### src/rtl/mmapper_pkg.sv
// Shared types and helpers for the mmapper_router address mapper.
// Optional error log is enabled by defining MMAPPER_ERRLOG_EN (see mmapper_router.sv).
package mmapper_pkg;

   typedef enum logic [1:0] {
      ST_IDLE   = 2'd0,
      ST_ACCESS = 2'd1,
      ST_RESP   = 2'd2
   } state_e;

   localparam logic [31:0] ERR_DATA = 32'hdeadbeef;

   // Width of a slave index; a single slave still needs one bit.
   function automatic int sel_width(input int nslv);
      return (nslv <= 1) ? 1 : $clog2(nslv);
   endfunction

   // Watchdog counter width; a disabled watchdog keeps a minimal 1-bit counter.
   function automatic int tmo_width(input int tmo_cycles);
      return (tmo_cycles <= 0) ? 1 : $clog2(tmo_cycles + 1);
   endfunction

endpackage

### src/rtl/mmapper_decode.sv
// Combinational BASE/MASK window match with a lowest-index-wins priority encoder.
module mmapper_decode
   import mmapper_pkg::*;
#(
   parameter int                 NSLV = 8,
   parameter logic [NSLV*32-1:0] BASE = {NSLV{32'h0}},
   parameter logic [NSLV*32-1:0] MASK = {NSLV{32'h0}}
) (
   input  logic [31:0]                addr_i,
   output logic                       hit_o,
   output logic [sel_width(NSLV)-1:0] sel_o
);

   localparam int SW = sel_width(NSLV);

   // Scan downwards so the lowest matching index is the last one written.
   always_comb begin
      hit_o = 1'b0;
      sel_o = '0;
      for (int i = NSLV - 1; i >= 0; i--) begin
         if ((addr_i & MASK[32*i +: 32]) == (BASE[32*i +: 32] & MASK[32*i +: 32])) begin
            hit_o = 1'b1;
            sel_o = SW'(i);
         end
      end
   end

endmodule

### src/rtl/mmapper_router.sv
// Registered master-to-slave router: window decode, one-hot strobes, access watchdog and bus-error pulse.
// Define MMAPPER_ERRLOG_EN to add the sticky first-error address log (err_addr/err_vld/err_clr).
module mmapper_router
   import mmapper_pkg::*;
#(
   parameter int                 NSLV       = 8,
   parameter logic [NSLV*32-1:0] BASE       = {NSLV{32'h0}},
   parameter logic [NSLV*32-1:0] MASK       = {NSLV{32'h0}},
   parameter int                 TMO_CYCLES = 1024
) (
   input  logic                 clk,
   input  logic                 rst,
   input  logic [31:0]          a,
   input  logic [31:0]          d,
   input  logic                 we,
   input  logic                 rd,
   output logic [31:0]          spo,
   output logic                 ready,
   output logic                 irq,
   output logic [NSLV*32-1:0]   s_a,
   output logic [NSLV*32-1:0]   s_d,
   output logic [NSLV-1:0]      s_we,
   output logic [NSLV-1:0]      s_rd,
   input  logic [NSLV*32-1:0]   s_spo,
   input  logic [NSLV-1:0]      s_ready
`ifdef MMAPPER_ERRLOG_EN
   ,
   output logic [31:0]          err_addr,
   output logic                 err_vld,
   input  logic                 err_clr
`endif
);

   localparam int SW = sel_width(NSLV);
   localparam int TW = tmo_width(TMO_CYCLES);
   localparam logic [TW-1:0] TMO_LAST = (TMO_CYCLES > 0) ? TW'(TMO_CYCLES - 1) : '0;

   state_e              state_q;
   logic [SW-1:0]       sel_q;
   logic                we_q;
   logic [TW-1:0]       cnt_q;
   logic [31:0]         spo_q;
   logic                ready_q;
   logic                irq_q;
   logic [NSLV*32-1:0]  s_a_q;
   logic [NSLV*32-1:0]  s_d_q;
   logic [NSLV-1:0]     s_we_q;
   logic [NSLV-1:0]     s_rd_q;

   logic                dec_hit;
   logic [SW-1:0]       dec_sel;
   logic [NSLV-1:0]     dec_onehot;
   logic [31:0]         slv_spo;
   logic                slv_ready;
   logic                tmo_hit;

   mmapper_decode #(
      .NSLV (NSLV),
      .BASE (BASE),
      .MASK (MASK)
   ) u_decode (
      .addr_i (a),
      .hit_o  (dec_hit),
      .sel_o  (dec_sel)
   );

   always_comb begin
      dec_onehot = '0;
      slv_spo    = '0;
      slv_ready  = 1'b0;
      for (int i = 0; i < NSLV; i++) begin
         if (dec_sel == SW'(i)) dec_onehot[i] = 1'b1;
         if (sel_q == SW'(i)) begin
            slv_spo   = s_spo[32*i +: 32];
            slv_ready = s_ready[i];
         end
      end
   end

   // A zero TMO_CYCLES never matches, so the watchdog stays silent.
   assign tmo_hit = (TMO_CYCLES != 0) && (cnt_q == TMO_LAST);

   always_ff @(posedge clk) begin
      if (rst) begin
         state_q <= ST_IDLE;
         cnt_q   <= '0;
         spo_q   <= '0;
         ready_q <= 1'b0;
         irq_q   <= 1'b0;
         s_a_q   <= '0;
         s_d_q   <= '0;
         s_we_q  <= '0;
         s_rd_q  <= '0;
      end else begin
         ready_q <= 1'b0;
         irq_q   <= 1'b0;
         case (state_q)
            ST_IDLE: begin
               if (rd || we) begin
                  sel_q <= dec_sel;
                  we_q  <= we;
                  cnt_q <= '0;
                  if (dec_hit) begin
                     for (int i = 0; i < NSLV; i++) begin
                        if (dec_onehot[i]) begin
                           s_a_q[32*i +: 32] <= a;
                           s_d_q[32*i +: 32] <= d;
                        end
                     end
                     s_we_q  <= we ? dec_onehot : '0;
                     s_rd_q  <= we ? '0 : dec_onehot;
                     state_q <= ST_ACCESS;
                  end else begin
                     spo_q   <= ERR_DATA;
                     ready_q <= 1'b1;
                     irq_q   <= 1'b1;
                     state_q <= ST_RESP;
                  end
               end
            end
            ST_ACCESS: begin
               // Slave ready takes precedence over a timeout in the same cycle.
               if (slv_ready) begin
                  spo_q   <= we_q ? 32'h0 : slv_spo;
                  s_we_q  <= '0;
                  s_rd_q  <= '0;
                  ready_q <= 1'b1;
                  state_q <= ST_RESP;
               end else if (tmo_hit) begin
                  spo_q   <= ERR_DATA;
                  s_we_q  <= '0;
                  s_rd_q  <= '0;
                  ready_q <= 1'b1;
                  irq_q   <= 1'b1;
                  state_q <= ST_RESP;
               end else begin
                  cnt_q <= cnt_q + TW'(1);
               end
            end
            ST_RESP: state_q <= ST_IDLE;
            default: state_q <= ST_IDLE;
         endcase
      end
   end

   assign spo   = spo_q;
   assign ready = ready_q;
   assign irq   = irq_q;
   assign s_a   = s_a_q;
   assign s_d   = s_d_q;
   assign s_we  = s_we_q;
   assign s_rd  = s_rd_q;

`ifdef MMAPPER_ERRLOG_EN
   logic [31:0] req_a_q;
   logic [31:0] err_addr_q;
   logic        err_vld_q;

   // Request address kept for the log, since unmapped accesses never reach s_a.
   always_ff @(posedge clk) begin
      if (state_q == ST_IDLE && (rd || we)) req_a_q <= a;
   end

   always_ff @(posedge clk) begin
      if (rst) begin
         err_addr_q <= '0;
         err_vld_q  <= 1'b0;
      end else if (err_clr) begin
         err_vld_q <= 1'b0;
      end else if (irq_q && !err_vld_q) begin
         err_addr_q <= req_a_q;
         err_vld_q  <= 1'b1;
      end
   end

   assign err_addr = err_addr_q;
   assign err_vld  = err_vld_q;
`endif

endmodule
### config.mk
export PLATFORM = sky130hd
export DESIGN_NAME = mmapper_router
export DESIGN_NICKNAME = d
export VERILOG_FILES = /design/src/rtl/mmapper_pkg.sv /design/src/rtl/mmapper_decode.sv /design/src/rtl/mmapper_router.sv
export SDC_FILE = /design/constraint.sdc
export NUM_CORES = 1
export LEC_CHECK = 0
export ABC_AREA = 1
export CORE_AREA = 2 2 349 351
export CTS_BUF_LIST = sky130_fd_sc_hd__clkbuf_8
export DETAILED_ROUTE_END_ITERATION = 6
export DIE_AREA = 0 0 351 353
export PLACE_DENSITY_LB_ADDON = 0.25
export SETUP_SLACK_MARGIN = 0.4
export SYNTH_ARGS = -nofsm -noshare
export SYNTH_HDL_FRONTEND = slang
export SYNTH_SLANG_ARGS = --single-unit
export TNS_END_PERCENT = 20
### constraint.sdc
create_clock -name clk -period 1.3 [get_ports clk]
set_input_delay 0.195 -clock clk [delete_from_list [all_inputs] [get_ports clk]]
set_output_delay 0.195 -clock clk [all_outputs]
set_load 0.03 [all_outputs]
==> reports/qor.csv <==
metric;value;unit
status;complete, but fails checks;
failing checks;negative setup slack;
Seq. cell area;2430;µm²
initial DRC count;168;
CTS Sinks;114;
first-pass GRT wire length;32.2;mm
critical path startpoint category;register;
number of fill cells;14100;
layout net count;1655;
Clock Pin Slew Worst Setup and Hold Paths;0.09;ns
cells after synthesis;1060;
sequential fraction of design power;0.309;
Synth warnings;0;
antenna-violating nets left;0;
DP Area;11000;µm²
Yosys reg bits;114;
fin util;0.100;
DR pass1 iterations;4;
Hold Fails Final Rpt;0;
Die Span X;351;µm
clk root buf;clkbuf_8;
CTS tree;done;
dpl cells;2912;
Top FF cell, synth;dfxtp_1;
synthesized area;7950;µm²
crit-path most repeated cell;nand2_4;
Crit Path Max Fanout;14;
share of post-route cells with drive strength above 1;0.285;
Vias/cell;1.98;
final WL;26.0;mm
post-synth top area share;0.437;
Finished Layout Cells;2963;
EDFF count, synth;1;
CTS Buffer Depth;2;
CP arrival;1.92;ns
CP Class;reg2reg;
Sw Pwr;5.89;mW
IO Pins;894;
PD cells;1110;nW/µm²
Gate power share;0.395;
# DRC;0;
Synth area leader;buf_4;
synth cell count leaders;buf_4 (463), nor2_1 (169), dfxtp_1 (113);
Async S/R FF share, synth;0;
CP max stage delay;0.36;ns
Setup violations, final;109;
Max VDD drop;0.000814;V
max-slew violation count;0;
final worst slack;-0.101;ns
unrepaired setup endpoints after global routing;true;
worst-skew pair later-pin latency;0.61;ns
syn_area_per_cell;7.50;µm²
Die ar.;124000;µm²
TNS Setup;-4.31;ns
finished layout cell area;12100;µm²
crit-path cells;ha_4, nand2_4, nor2_4, nand3_4, nand2_4, nand2_8, buf_12, a21oi_2;
most numerous cell in the Yosys netlist;buf_4;
largest net degree at the start of global routing;45;
HP Class;in2reg;
element type at the critical path end;register;
sequential fraction of the synthesis area;0.288;
Design Power;13.5;mW
Chip Height;353;µm
Final Cycle Share;1.08;
Crit-path slowest cell;dfxtp_2;
GR Util All Layers;0.0375;
DP HPWL;18.7;mm
number of CTS-inserted buffers;17;
PortBufs;200;
Max Clk Rate;714;MHz
routed vias;5875;
top post-synthesis cells by area;buf_4 (44%), dfxtp_1 (28%), nor2_1 (8.0%);
Core Footprint;121000;µm²
worst path required time;1.82;ns
Std-Cell Rows;128;
Initial Util;0.0659;
Distinct cells, synth;30;
initial antenna violation count;2;
GR Overflow Total;0;
Pleak;5.14;nW
pre-CTS setup slack;-0.448;ns
min Tclk post-route;1.40;ns
share of total power in the clock network;0.296;
placer's final routability congestion estimate;0.659;
sw frac;0.437;
area of the multi-input gates;3700;µm²
WHS;0.153;ns
Max Cap Violations;0;
Max H-tree Level;4;
drt wl/cell;8.79;µm
clock skew;0.0389;ns
vias in the first global route;4899;
Layout area overhead;52.3;%
internal power;7.60;mW
-- power groups by stage --
stage | logic [mW] | clock network, mW | registers, mW
after floorplan | 3.57 | 0 | 4.70
after global placement | 4.87 | 0 | 4.13
after detailed placement | 4.85 | 0 | 4.14
after CTS | 4.99 | 4.32 | 4.17
after global routing | 5.68 | 4.38 | 4.22
final | 5.32 | 3.99 | 4.17
-- kinds of logic after synthesis --
kind of cell	count (synthesis)	share of synthesized area
AOI/OAI and AO/OA	135	0.0902
xor gates and xnor gates	2	0.00220
adders and majority gates	1	0.00157
buffers and inverters	556	0.485
DFF	114	0.288
other	1	0.000472
and+or+nand+nor	251	0.132
-- flip-flops by register name, indices dropped and copies added, names as in the netlist --
register,cells
cnt_q,11
state_q,2
spo,32
s_rd,1
s_d,32
ready,1
s_a,32
irq,1
s_we,1
we_q,1
-- placed cells by master (no fill, tap or decap), types with 2 or more instances in the layout --
cell type | synthesis | routed
conb_1 | 1 | 462
nor2_1 | 169 | 154
dfxtp_2 | 0 | 101
clkdlybuf4s50_1 | 0 | 100
buf_6 | 3 | 80
inv_1 | 58 | 57
o21ai_0 | 90 | 55
buf_4 | 463 | 52
nand2_1 | 55 | 49
buf_12 | 0 | 37
o21ai_1 | 1 | 28
a21oi_1 | 32 | 22
a21oi_2 | 8 | 18
clkbuf_8 | 0 | 18
nor2_2 | 0 | 15
nand3_1 | 13 | 12
dfxtp_1 | 113 | 9
o21ai_2 | 1 | 8
clkbuf_16 | 0 | 6
nand2_2 | 1 | 5
nor2_4 | 5 | 5
clkinv_4 | 0 | 5
nand2_4 | 3 | 4
diode_2 | 0 | 3
clkinv_2 | 0 | 3
bufinv_16 | 0 | 3
buf_16 | 0 | 3
dfxtp_4 | 0 | 3
nand3_2 | 1 | 2
o21bai_1 | 2 | 2
inv_6 | 0 | 2
-- worst paths after layout --
kind                         start                   end  slack [ns]  cells past startpoint
max          cnt_q[1]$_SDFFE_PP0P_   spo[2]$_SDFFE_PP0P_       -0.10                      8
max reg2reg  cnt_q[1]$_SDFFE_PP0P_   spo[2]$_SDFFE_PP0P_       -0.10                      8
min reg2reg    spo[3]$_SDFFE_PP0P_   spo[3]$_SDFFE_PP0P_        0.47                      2
min                      s_spo[14]  spo[14]$_SDFFE_PP0P_        0.15                      3
-- routing by layer --
metal	global-route usage	part of all wire	vias to the layer above
li1	-	-	2883
met1	0.0422	0.41	2606
met2	0.0568	0.47	362
met3	0.0193	0.098	24
met4	0.0206	0.020	0
met5	0	0	-
-- layout make-up --
| type | instances | share of cell area |
|---|---|---|
| Timing Repair Buffer | 278 | 0.270 |
| Clock inverter | 14 | 0.0149 |
| Clock buffer | 18 | 0.0205 |
| Inverter | 60 | 0.0200 |
| Multi-Input combinational cell | 851 | 0.306 |
| Antenna cell | 3 | 0.000620 |
| Sequential cell | 114 | 0.201 |
| Tap cell | 1625 | 0.168 |
-- worst max-delay path, delay by kind of cell, from the launching register on --
family / cells / cell delay (ns)
adder cells (fa/ha/maj): 1 / 0.16
AO/OA/AOI/OAI: 1 / 0.13
flip-flops: 1 / 0.36
buffers and inverters: 1 / 0.16
AND/OR/NAND/NOR: 5 / 0.48
-- what timing repair did --
action                                  CTS  global route
endpoints found under the setup margin  214           214
buffers inserted                          5             2
hold buffers                              0             0
resized for setup                       666            43
pin swaps                                 2             2
cloned                                    0             9
No activity file was read; power rests on OpenSTA's default activity.
